`src/rtl/sprint1_ctrl_pkg.sv`:
```
// sprint1_ctrl_pkg: shared steering types and the quadrature Gray step helper
package sprint1_ctrl_pkg;

    typedef enum logic {ST_IDLE, ST_RUN} steer_state_t;

    typedef enum logic [1:0] {DIR_NONE, DIR_LEFT, DIR_RIGHT} steer_dir_t;

    function automatic logic [1:0] gray_step(input logic [1:0] phase, input logic right);
        return right ? {phase[0], ~phase[1]} : {~phase[0], phase[1]};
    endfunction

endpackage

```
`src/rtl/sync2.sv`:
```
// sync2: two-flop synchronizer for an asynchronous level input
module sync2 (
    input  logic clk_sys,
    input  logic rst_n,
    input  logic d,
    output logic q
);
    logic meta;

    always_ff @(posedge clk_sys or negedge rst_n)
        if (!rst_n) {q, meta} <= 2'b00;
        else        {q, meta} <= {meta, d};

endmodule

```
`src/rtl/steer_quad_encoder.sv`:
```
// steer_quad_encoder: held left/right requests to quadrature steps that speed up while held
// STEER_RAMP_EN enables the interval ramp; otherwise every interval is DIV_SLOW
module steer_quad_encoder
    import sprint1_ctrl_pkg::*;
#(
    parameter int DIV_SLOW  = 24000,
    parameter int DIV_FAST  = 6000,
    parameter int RAMP_STEP = 2000
) (
    input  logic Clk_I,
    input  logic Reset_n,
    input  logic Left_I,
    input  logic Right_I,
    output logic SteerA_O,
    output logic SteerB_O,
    output logic Moving_O,
    output logic Dir_O
);
    localparam int CW = $clog2(DIV_SLOW + 1);

    logic          left_s, right_s, req_right, restart;
    steer_dir_t    req;
    steer_state_t  state, state_nxt;
    logic [1:0]    phase, phase_nxt;
    logic          dir, dir_nxt;
    logic [CW-1:0] cnt, cnt_nxt, nd;

    sync2 u_sync_l (.clk_sys(Clk_I), .rst_n(Reset_n), .d(Left_I),  .q(left_s));
    sync2 u_sync_r (.clk_sys(Clk_I), .rst_n(Reset_n), .d(Right_I), .q(right_s));

    assign req       = (right_s && !left_s) ? DIR_RIGHT : (left_s && !right_s) ? DIR_LEFT : DIR_NONE;
    assign req_right = (req == DIR_RIGHT);
    // a fresh press or a reversal both restart the turn with an immediate step
    assign restart   = (req != DIR_NONE) && (state == ST_IDLE || req_right != dir);

    always_comb begin
        state_nxt = state;
        phase_nxt = phase;
        dir_nxt   = dir;
        cnt_nxt   = cnt;
        if (req == DIR_NONE)
            state_nxt = ST_IDLE;
        else if (restart) begin
            state_nxt = ST_RUN;
            phase_nxt = gray_step(phase, req_right);
            dir_nxt   = req_right;
            cnt_nxt   = CW'(DIV_SLOW - 1);
        end else if (cnt != '0)
            cnt_nxt = cnt - CW'(1);
        else begin
            phase_nxt = gray_step(phase, dir);
            cnt_nxt   = nd - CW'(1);
        end
    end

    always_ff @(posedge Clk_I or negedge Reset_n)
        if (!Reset_n) begin
            state <= ST_IDLE;
            phase <= 2'b00;
            dir   <= 1'b0;
            cnt   <= '0;
        end else begin
            state <= state_nxt;
            phase <= phase_nxt;
            dir   <= dir_nxt;
            cnt   <= cnt_nxt;
        end

`ifdef STEER_RAMP_EN
    logic [CW-1:0] cur_div;
    logic [CW:0]   diff;

    // one bit wider so a large RAMP_STEP borrows instead of wrapping
    assign diff = {1'b0, cur_div} - (CW+1)'(RAMP_STEP);
    assign nd   = (diff[CW] || diff[CW-1:0] < CW'(DIV_FAST)) ? CW'(DIV_FAST) : diff[CW-1:0];

    always_ff @(posedge Clk_I or negedge Reset_n)
        if (!Reset_n)                          cur_div <= CW'(DIV_SLOW);
        else if (restart)                      cur_div <= CW'(DIV_SLOW);
        else if (req != DIR_NONE && cnt == '0) cur_div <= nd;
`else
    logic [31:0] unused_cfg;

    assign unused_cfg = DIV_FAST + RAMP_STEP;
    assign nd         = CW'(DIV_SLOW);
`endif

    assign SteerA_O = phase[1];
    assign SteerB_O = phase[0];
    assign Moving_O = (state == ST_RUN);
    assign Dir_O    = dir;

endmodule

```
`config.mk`:
```
export PLATFORM = sky130hd
export DESIGN_NAME = steer_quad_encoder
export DESIGN_NICKNAME = d
export VERILOG_FILES = /design/src/rtl/sprint1_ctrl_pkg.sv /design/src/rtl/sync2.sv /design/src/rtl/steer_quad_encoder.sv
export SDC_FILE = /design/constraint.sdc
export NUM_CORES = 1
export LEC_CHECK = 0
export ABC_CLOCK_PERIOD_IN_PS = 2100
export BUFFER_PORTS_ARGS = -buffer_cell sky130_fd_sc_hd__buf_2
export CORE_UTILIZATION = 40
export CTS_CLUSTER_SIZE = 8
export DETAILED_ROUTE_END_ITERATION = 12
export GPL_ROUTABILITY_DRIVEN = 0
export PLACE_DENSITY = 0.65
export SETUP_SLACK_MARGIN = 0.05
export SYNTH_ARGS = -nofsm -noshare
export SYNTH_HDL_FRONTEND = slang
export SYNTH_SLANG_ARGS = --single-unit
export TNS_END_PERCENT = 10
```
`constraint.sdc`:
```
create_clock -name Clk_I -period 2.1 [get_ports Clk_I]
set_input_delay 0.105 -clock Clk_I [delete_from_list [all_inputs] [get_ports Clk_I]]
set_output_delay 0.105 -clock Clk_I [all_outputs]
set_load 0.02 [all_outputs]
```
==> qor.txt <==
Run status -> complete, no violations
Synthesized instance count -> 102
Critical path data arrival time -> 2.09 ns
Fmax -> 528.5 MHz
Clock power share -> 0.230
Max-cap violations -> 0
Max-slew violations -> 0
I/O Buffers -> 7
Ant. Diodes -> 0
Via-per-instance ratio -> 5.288
Main synth FF type -> dfrtp_1
CTS clk-pin slew, worst paths -> 0.13 ns
Worst path top cell family by delay -> simple AND/OR/NAND/NOR gates
Post-DP HPWL -> 1.408 mm
Count of final setup violators -> 0
Total Routing Usage GR -> 0.1495
Root Driver -> clkbuf_4
Fraction of layout cells with a size suffix above 1 -> 0.1826
Synth area leader -> dfrtp_1
Critical Path Max Stage Delay -> 0.39 ns
Worst Tran Pin Value -> 0.5152 ns
LEAKAGE -> 0.5107 nW
Row count -> 19
Final worst-path cycle share -> 0.9010
Critical-path maximum fanout -> 7
Worst vdd ir -> 0.4642 mV
Die W -> 55.65 um
Switching power of the nets -> 0.2808 mW
WL final -> 1.968 mm
Cell internal pwr -> 0.6256 mW
Synth cell types -> 27
Switching share of power -> 0.3098
Fin nets -> 123
Seq/Total Area, Yosys -> 0.5000
Post-synth EDFFs -> 0
Critical path buffers and inverters -> 2
Setup crit start kind -> flop
Hold Fails Final Rpt -> 0
Worst path required time -> 2.30 ns
Initial core utilization -> 0.4211
Unrepaired setup endpoints after global routing -> false
Avg Cell Area, Syn -> 11.29 sq um
Congestion Overflow GR -> 0
Final std cells w/o fill -> 146
Sequential share of power -> 0.571
Yosys warnings -> 0
Worst slew margin -> 0.6540
Die Span Y -> 55.65 um
Main area contributors after synthesis -> dfrtp_1 50%, nor4_4 5.5%, xnor2_1 5.3%
Most common library cells after synthesis -> 23 x dfrtp_1, 13 x nand2_1, 7 x inv_1, 7 x xnor2_1, 7 x xor2_1
Core ar. -> 2734 sq um
Post-synth top area share -> 0.5000
FILL cells -> 248
R2R Path End -> cnt[7]$_DFFE_PN0P_
Clk_skew -> 0.005321 ns
Antenna violations before repair -> 0
Syn Nets -> 109
# clock sinks -> 23
Via count -> 772
Die area -> 3096 sq um
RR Startpoint -> u_sync_l.q$_DFF_PN0_
Gate power share -> 0.199
R2R setup slack -> 0.21 ns
Area Growth Syn to Fin -> 12.72%
DRT Pass-1 Iters -> 4
Avg WL per Cell -> 13.48 um
Largest net degree at the start of global routing -> 24
# IOs -> 8
Setup TNS Final -> 0 ns
Crit path time final -> 1.892 ns
Reg2Reg Depth -> 7
CTS tree -> yes
DRC -> 0
Vias in the first global route -> 802
Max H-tree Level -> 1
Antenna Violating Nets Remaining -> 0
Setup CP Type -> flop to flop
Yosys reg bits -> 23
Bufs on Longest Clock Path -> 2
First-pass GRT wire length -> 3.615 mm
Worst hold path class -> primary input to async pin
Mapped Area -> 1151 sq um
Most frequent cell after synthesis -> dfrtp_1
Initial DRC Count -> 12
Worst-Skew Late Latency -> 0.31 ns
Slowest-stage cell, CP -> ha_1
Post-Place Cells -> 139
Cells along the critical path -> inv_1 -> ha_1 -> buf_4 -> nor3_4 -> nand4_1 -> a211oi_1 -> a21oi_1
Critical Path End Type -> flop
Ys async rst share -> 1.000
Pwr/cell area -> 698.6 nW/um^2
TritonCTS Buffers -> 3
## cells in the final DEF (no fill, tap or decap)
master         netlist  final
a211oi_1             1      1
a21oi_1              2      2
a2bb2oi_4            0      1
a31o_2               1      1
a41oi_1              1      1
and2_1               2      2
and4_1               1      1
buf_2                2      7
buf_4                0      1
clkbuf_4             0      3
clkinv_2             0      1
dfrtp_1             23     23
dlygate4sd3_1        0      3
ha_1                 3      3
inv_1                7      7
mux2_1               2      2
mux2i_1              1      1
nand2_1             13     13
nand2b_1             1      1
nand3_1              3      3
nand4_1              6      6
nand4_2              1      1
nor2_1               3      3
nor2b_1              3      3
nor3_1               2      2
nor3_2               2      1
nor3_4               0      1
nor3b_2              1      1
nor4_1               3      3
nor4_4               3      3
xnor2_1              7      7
xor2_1               7      7
## registers in the layout, indices dropped and copies added (netlist names)
| register | flops |
|---|---|
| u_sync_r.q | 1 |
| cnt | 15 |
| u_sync_l.meta | 1 |
| u_sync_r.meta | 1 |
| Moving_O | 1 |
| Dir_O | 1 |
| phase | 2 |
| u_sync_l.q | 1 |
## repair_timing
action / 4_1_cts / 5_1_grt
setup endpoints to repair: 0 / 6
hold buffers: 3 / 0
endpoints found under the hold margin: 25 / 0
gates resized for setup: 0 / 2
setup buffers: 0 / 0
## final cells by class
type                       instances  area, sq um  area share
inverter                           7        26.28     0.02025
timing repair buffer              11        72.57     0.05593
clock buffer                       3        22.52     0.01736
tap                               31        38.79     0.02989
clock inverter                     1        5.005    0.003857
multi-input combinational         70        556.8      0.4291
sequential                        23        575.6      0.4436
## cells by family after synthesis
kind of cell             count (synthesis)  share of synthesized area
AO/OA/AOI/OAI                            6                    0.04348
XOR/XNOR                                14                     0.1065
adder cells (fa/ha/maj)                  3                    0.03261
buffers and inverters                    9                    0.03153
flip-flops                              23                     0.5000
multiplexers                             3                    0.02826
AND/OR/NAND/NOR                         44                     0.2576
## power by group through the flow
stage | clock, mW | sequential, mW | combinational, mW
floorplan | 0 | 0.549 | 0.0883
global placement | 0 | 0.521 | 0.169
detailed placement | 0 | 0.524 | 0.173
CTS | 0.216 | 0.515 | 0.179
global route | 0.231 | 0.524 | 0.200
finish | 0.209 | 0.517 | 0.180
## layer usage
layer  GRT usage  part of all wire  vias to the layer above
li1            -                 -                      378
met5           0                 0                        -
met2      0.2496              0.47                       13
met3     0.02093             0.030                        4
met4     0.08214             0.016                        0
met1      0.1868              0.48                      377
## stage by stage
step                        util  power (mW)  instance area [sq um]  hold slack, ns  worst slack (ns)
after global placement    0.4471      0.6901                   1222          0.1027            0.1234
after detailed placement  0.4471      0.6972                   1222          0.1085            0.1278
after CTS                 0.4682      0.9103                   1280          0.3045           0.09314
final                     0.4746      0.9064                   1297          0.2759            0.2080
after global routing      0.4746      0.9542                   1297          0.3288           0.05342
after floorplan                -      0.6377                   1151         -0.1906            0.3649
## worst max-delay path by stage
stage | startpoint | to | cells after the start
after detailed placement | cnt[1]$_DFFE_PN0P_ | phase[1]$_DFFE_PN0P_ | 6
after global routing | u_sync_l.q$_DFF_PN0_ | phase[1]$_DFFE_PN0P_ | 6
after floorplan | u_sync_l.q$_DFF_PN0_ | phase[0]$_DFFE_PN0P_ | 7
after global placement | u_sync_l.q$_DFF_PN0_ | cnt[13]$_DFFE_PN0P_ | 7
final | u_sync_l.q$_DFF_PN0_ | cnt[7]$_DFFE_PN0P_ | 7
after CTS | cnt[1]$_DFFE_PN0P_ | phase[0]$_DFFE_PN0P_ | 6
Note: power is estimated with default switching activity, not from simulation.
